===== src/rtl/ctrl_merge.sv =====
// rtl/ctrl_merge.sv - peripheral response byte FIFO served to the CPU load path as RX_DATA/STATUS registers
module ctrl_merge #(
  parameter int unsigned DEPTH     = 8,
  parameter int unsigned IRQ_TH    = 4,
  parameter logic [31:0] ADDR_DATA = 32'h18,
  parameter logic [31:0] ADDR_STAT = 32'h19
) (
  input  logic        clk,
  input  logic        rst,
  input  logic        p_valid,
  input  logic [7:0]  p_data,
  input  logic        valid,
  input  logic [3:0]  ren,
  input  logic [31:0] addr,
  output logic [31:0] o_data,
  output logic        o_valid,
  output logic        irq
);

  localparam int unsigned AW = $clog2(DEPTH);
  localparam int unsigned CW = AW + 1;
  localparam logic [CW-1:0] DEPTH_C = CW'(DEPTH);

  logic [7:0]    mem_q [DEPTH];
  logic [7:0]    mem_d [DEPTH];
  logic [AW-1:0] wr_ptr_q, wr_ptr_d;
  logic [AW-1:0] rd_ptr_q, rd_ptr_d;
  logic [CW-1:0] count_q, count_d;
  logic          ovf_q, ovf_d;
  logic [31:0]   o_data_q, o_data_d;
  logic          o_valid_q, o_valid_d;

  logic          empty, full, irq_w;
  logic          data_rd, stat_rd, pop, push, ovf_evt;
  logic [7:0]    head;
  logic [31:0]   lane_word;
  logic [31:0]   status_word;

  assign empty   = (count_q == '0);
  assign full    = (count_q == DEPTH_C);
  assign irq_w   = (IRQ_TH != 0) && (32'(count_q) >= IRQ_TH);
  assign head    = mem_q[rd_ptr_q];

  assign data_rd = valid && (addr == ADDR_DATA);
  assign stat_rd = valid && (addr == ADDR_STAT);
  assign pop     = data_rd && (ren != 4'b0000) && !empty;
  // A pop frees the slot in the same cycle, so a full FIFO still accepts the byte.
  assign push    = p_valid && (!full || pop);
  assign ovf_evt = p_valid && !push;

  // Head byte lands in the lane of the lowest enabled byte.
  always_comb begin
    lane_word = 32'h0;
    if (ren[0])      lane_word[7:0]   = head;
    else if (ren[1]) lane_word[15:8]  = head;
    else if (ren[2]) lane_word[23:16] = head;
    else if (ren[3]) lane_word[31:24] = head;
  end

  assign status_word = {20'h0, irq_w, ovf_q, full, empty, 8'(count_q)};

  always_comb begin
    mem_d    = mem_q;
    wr_ptr_d = wr_ptr_q;
    rd_ptr_d = rd_ptr_q;
    count_d  = count_q;
    if (push) begin
      mem_d[wr_ptr_q] = p_data;
      wr_ptr_d        = wr_ptr_q + AW'(1);
    end
    if (pop) begin
      rd_ptr_d = rd_ptr_q + AW'(1);
    end
    case ({push, pop})
      2'b10:   count_d = count_q + CW'(1);
      2'b01:   count_d = count_q - CW'(1);
      default: count_d = count_q;
    endcase
  end

  // STATUS read clears overflow after it was sampled; a fresh drop in the same cycle wins.
  always_comb begin
    ovf_d = ovf_q;
    if (stat_rd) ovf_d = 1'b0;
    if (ovf_evt) ovf_d = 1'b1;
  end

  always_comb begin
    o_data_d  = 32'h0;
    o_valid_d = 1'b0;
    if (data_rd) begin
      o_valid_d = 1'b1;
      if (pop) o_data_d = lane_word;
    end else if (stat_rd) begin
      o_valid_d = 1'b1;
      o_data_d  = status_word;
    end
  end

  always_ff @(posedge clk or posedge rst) begin
    if (rst) begin
      mem_q     <= '{default: '0};
      wr_ptr_q  <= '0;
      rd_ptr_q  <= '0;
      count_q   <= '0;
      ovf_q     <= 1'b0;
      o_data_q  <= 32'h0;
      o_valid_q <= 1'b0;
    end else begin
      mem_q     <= mem_d;
      wr_ptr_q  <= wr_ptr_d;
      rd_ptr_q  <= rd_ptr_d;
      count_q   <= count_d;
      ovf_q     <= ovf_d;
      o_data_q  <= o_data_d;
      o_valid_q <= o_valid_d;
    end
  end

  assign o_data  = o_data_q;
  assign o_valid = o_valid_q;
  assign irq     = irq_w;

endmodule


===== config.mk =====
export PLATFORM = sky130hd
export DESIGN_NAME = ctrl_merge
export DESIGN_NICKNAME = d
export VERILOG_FILES = /design/src/rtl/ctrl_merge.sv
export SDC_FILE = /design/constraint.sdc
export NUM_CORES = 1
export LEC_CHECK = 0
export BUFFER_PORTS_ARGS = -buffer_cell sky130_fd_sc_hd__buf_2
export CORE_MARGIN = 4
export CORE_UTILIZATION = 60
export CTS_CLUSTER_DIAMETER = 150
export CTS_CLUSTER_SIZE = 8
export DETAILED_ROUTE_END_ITERATION = 10
export PLACE_DENSITY = 0.95
export SLEW_MARGIN = 5
export SYNTH_ARGS = -nofsm -noshare
export SYNTH_HDL_FRONTEND = slang
export SYNTH_SLANG_ARGS = --single-unit
export TNS_END_PERCENT = 30

===== constraint.sdc =====
create_clock -name clk -period 8.8 [get_ports clk]
set_input_delay 0.88 -clock clk [delete_from_list [all_inputs] [get_ports clk]]
set_output_delay 0.88 -clock clk [all_outputs]
set_load 0.03 [all_outputs]

; Word level (Yosys, flattened, before mapping)
; Cells that the tools add are included.
[totals]
regBits = 108
inputBits = 48
out_inout_bits = 34
word_cells = 65
[classes]
add_sub_neg = 4
order_cmp = 4
eq_ne = 5
mux = 21
n_bitwise = 2
n_reduce_logical = 15
[ops]
columns = op, n
row1 = $bwmux 64, 1
row2 = $eq 32x5->1 const B, 2
row3 = $mux 32, 2
row4 = $mux 8, 8
row5 = $bmux 8 s3, 1
row6 = $demux 8 s3, 1
row7 = $mux 24, 1
row8 = $mux 16, 1
row9 = $mux 12, 1
row10 = $ge 4x4->1 const B, 2
row11 = $not 3->4, 2
row12 = $pmux 4 s2, 1
row13 = $logic_and 1x1->1, 7
row14 = $add 3x1->3 const B, 2
row15 = $add 4x1->4 const B, 1
row16 = $eq 4x4->1 const B, 1
row17 = $ge 4x3->1 const B, 1
row18 = $logic_not 4->1, 1
row19 = $lt 4x1->1 const B, 1
row20 = $mux 1, 4
row21 = $reduce_bool 2->1, 2
row22 = $reduce_bool 4->1, 1
row23 = $sub 4x1->4 const B, 1
row24 = $logic_not 1->1, 3
row25 = 3 further kinds, 3

; Depth between registers and ports, before layout
[logic_depth]
depth_word = 10
mapped_depth = 13
depth_no_buf = 12

; Least setup slack after synthesis
; OpenSTA, ideal clock, no wires.
[synth_timing]
path_type = input-to-reg
from = input addr[7]
to = register count_q[2]
setup_ns = 0.125
arrival_ns = 2.840
slack_ns = 5.835
path_stages = 12
path_buffers = 0
cell_sequence = nor4b_1 -> and4_1 -> nand3_4 -> inv_6 -> o21ai_2 -> ha_1 -> xor2_1 -> ha_1 -> a21oi_1 -> xor2_1 -> nor2_1 -> xor2_1
[synth_via]
elab_chain_cells = 8
elab_cells_between_ends = 10
[synth_lines]
columns = element, line
row1 = "start, declared", 14  ; input logic [31:0] addr,
row2 = $eq 32x5->1 (*), 44  ; assign data_rd = valid && (addr == ADDR_DATA);
row3 = $logic_and 1x1->1 (*), 44
row4 = $logic_and 1x1->1 (*) (2 in series), 46  ; assign pop = data_rd && (ren != 4'b0000) && !empty;
row5 = $logic_or 1x1->1, 48  ; assign push = p_valid && (!full || pop);
row6 = $logic_and 1x1->1, 48
row7 = $eq 2x1->1 or $eq 2x2->1 (tied branches), 74  ; case ({push, pop})
row8 = $pmux 4 s2 or $reduce_bool 2->1 (tied branches), n/a
row9 = "end signal, assigned", 113  ; count_q <= count_d;
row10 = "end, declared", 28  ; logic [CW-1:0] count_q, count_d;
; Every way passes the cells marked *; elsewhere a longest branch is shown, timed or not.
; A chain may end at the register's enable or synchronous reset.

; Worst setup path in the final report
[layout_timing]
from = input addr[28]
to = register count_q[2]
; Same word-level chain as after synthesis.

==> results.json <==
{
  "yosys_warnings": 0,
  "clock_latency_ns": 0.37,
  "fin_nets": 458,
  "netlist_instances": 321,
  "syn_to_final_growth_pct": 14.3,
  "gp_congestion": 0.868,
  "grt_pass1_wl_um": 16800,
  "htree_levels": 3,
  "grt_setup_unrepaired": "no",
  "setup_tns_ns": 0,
  "layout-drive-gt1-share": 0.480,
  "max-clock-path-buffers": 2,
  "clock.fmax_mhz": 317,
  "crit_chain": "buf_2 > nor4b_1 > and4_1 > nand3_4 > inv_6 > o21ai_2 > ha_1 > xor2_1 > ha_1 > a21oi_1 > xor2_1 > nor2_1 > xor2_1",
  "p_seq_frac": 0.524,
  "combPwrFrac": 0.291,
  "max_stage_delay_ns": 0.35,
  "netSwitchingPower_w": 0.000473,
  "pwr-share-clk": 0.185,
  "yosys_register_bits": 108,
  "r2r_slack_ns": 5.96,
  "period_minus_slack_ns": 3.15,
  "cap_violations": 0,
  "drtPass1Iterations": 4,
  "numPortBuffers": 81,
  "cts.repair.resized": 0,
  "worstPathRequired_ns": 9.05,
  "final_core_util": 0.702,
  "post_cts_buffers": 0,
  "grt_max_degree": 77,
  "worst_path_most_repeated_cell": "xor2_1",
  "die_x_um": 97.0,
  "chipHeight_um": 97.0,
  "cp-start-kind": "primary input",
  "ant_nets": 0,
  "cts_tree": "done",
  "initial_core_util": 0.615,
  "syn_avg_cell_area_um2": 14.8,
  "cts-buffers-inserted": 9,
  "layout_common_cells": "dfrtp_1, buf_2, mux2_2, nor2_1, mux4_2",
  "clk_pin_slew_worst_paths_ns": 0.10,
  "p_sw_frac": 0.317,
  "vias_per_cell": 5.97,
  "die_area_um2": 9400,
  "rows": 32,
  "critPathKind": "primary input to flop",
  "design.core.area_um2": 7730,
  "setup_violations": 0,
  "peakVddDrop_mv": 0.171,
  "drtIter0Drc": 127,
  "cts.sinks": 108,
  "p_per_area_nw_per_um2": 275,
  "hold_violations": 0,
  "crit_arrival_ns": 3.40,
  "ys_seq_area_frac": 0.569,
  "antenna_found_initial": 1,
  "ys_types": 41,
  "fin_worst_skew_ns": 0.00889,
  "grt_use_total": 0.229,
  "fillCellCount": 489,
  "drc": 0,
  "mostFrequentLayoutCell": "dfrtp_1",
  "wl_um": 10200,
  "grt_pass1_vias": 3301,
  "p_int_w": 0.00102,
  "syn_nets": 374,
  "worst-path-buf-inv": 2,
  "wire_per_inst_um": 19.8,
  "ff2ff_path_depth": 9,
  "hp-class": "primary input to asynchronous set/reset pin",
  "cts_hold_buffers": 0,
  "ios": 82,
  "cts_root_buf": "clkbuf_8",
  "overflow": 0,
  "critPathSlowestCell": "nor4b_1",
  "power.leakage_nw": 2.50,
  "worstMarginPinSlew_ns": 0.892,
  "min_period_over_period": 0.358,
  "synth_area_um2": 4750,
  "status": "complete, no violations",
  "slew_headroom": 0.405,
  "maxSlewViolCount": 0,
  "cp-end-kind": "flop",
  "hpwl_um": 7430,
  "crit_family": "simple AND/OR/NAND/NOR gates",
  "worst-path-stages": 13,
  "crit_fanout": 17,
  "dr_total_vias": 3061
}
cell usage after synthesis, drive strengths merged:
master	n	area (µm²)
and2	1	6.26
and4	2	17.5
mux2i	8	80.1
a211oi	1	20.0
o22ai	2	12.5
o2bb2ai	1	8.76
xor2	4	35.0
mux2	67	754
buf	7	46.3
and3	1	6.26
ha	5	62.6
nor4b	3	26.3
nor3	3	20.0
or4b	1	13.8
inv	4	20.0
a32o	2	20.0
nand2b	4	25.0
or2	1	6.26
nand2	11	41.3
o211ai	1	7.51
dfrtp	108	2700
nand4b	1	15.0
nand3b	3	26.3
xnor2	5	43.8
mux4	16	360
nor2	31	116
nor4	7	58.8
nand3	2	22.5
clkbuf	3	11.3
a21oi	2	10.0
o21ai	14	153
registers in the layout (all words and copies together), names as in the netlist:
| signal | flops |
|---|---|
| mem_q | 64 |
| rd_ptr_q | 3 |
| count_q | 4 |
| wr_ptr_q | 3 |
| o_data | 32 |
| ovf_q | 1 |
| o_valid | 1 |
through the flow:
stage               area, µm²  hold slack [ns]  total power (W)  std cells  setup slack [ns]
detailed placement       5240            0.479          0.00122        496              5.20
global placement         5240            0.468          0.00117        496              5.52
CTS                      5430            0.496          0.00150        512              5.61
global route             5430            0.515          0.00157        513              5.46
floorplan                4750            0.450          0.00110        321              5.07
finish                   5430            0.494          0.00149        513              5.65
final timing paths:
check                                             from                     end
max in group asynchronous                          rst     o_data[0]$_DFF_PP0_
worst max-delay path                          addr[28]  count_q[2]$_DFFE_PP0P_
worst max register to register  count_q[0]$_DFFE_PP0P_  count_q[2]$_DFFE_PP0P_
min in group clk                 mem_q[51]$_DFFE_PP0P_   mem_q[51]$_DFFE_PP0P_
worst min-delay path                               rst   mem_q[57]$_DFFE_PP0P_
worst min register to register   mem_q[51]$_DFFE_PP0P_   mem_q[51]$_DFFE_PP0P_
routing by layer:
layer	part of all wire	GRT usage	routed length, µm	up-vias
li1	-	-	-	1338
met5	0	0	0	-
met1	0.37	0.270	3720	1564
met2	0.54	0.410	5500	144
met3	0.074	0.0591	757	15
met4	0.019	0.0713	189	0
kinds of logic after synthesis:
family	Yosys count	synth area share
AND/OR/NAND/NOR	71	0.0846
XOR/XNOR	9	0.0166
AO/OA/AOI/OAI	23	0.0487
flip-flops	108	0.569
adder cells (fa/ha/maj)	5	0.0132
multiplexers	91	0.252
buffers and inverters	14	0.0163
power groups by stage:
stage | clock network [W] | logic [W] | registers, W
after floorplan | 0 | 0.000361 | 0.000735
after global placement | 0 | 0.000406 | 0.000763
after detailed placement | 0 | 0.000434 | 0.000788
after CTS | 0.000281 | 0.000438 | 0.000778
after global routing | 0.000305 | 0.000473 | 0.000797
final | 0.000276 | 0.000435 | 0.000781
worst register-to-register path: cells and delay by family, from the launching register on:
family / cells / cell delay (ns)
xor gates and xnor gates: 3 / 0.43
DFF: 1 / 0.50
and+or+nand+nor: 2 / 0.81
adders and majority gates: 2 / 0.51
AOI/OAI and AO/OA: 2 / 0.49
area by class of cell:
| cell class | count | area [µm²] | area share |
|---|---|---|---|
| tap | 102 | 128 | 0.0235 |
| clock buffer | 9 | 124 | 0.0228 |
| timing repair buffer | 83 | 420 | 0.0775 |
| sequential | 108 | 2700 | 0.498 |
| multi-input combinational | 199 | 1970 | 0.363 |
| inverter | 4 | 22.5 | 0.00415 |
| antenna | 1 | 2.50 | 0.000461 |
| clock inverter | 7 | 58.8 | 0.0108 |
(Power assumes the default switching activity.)
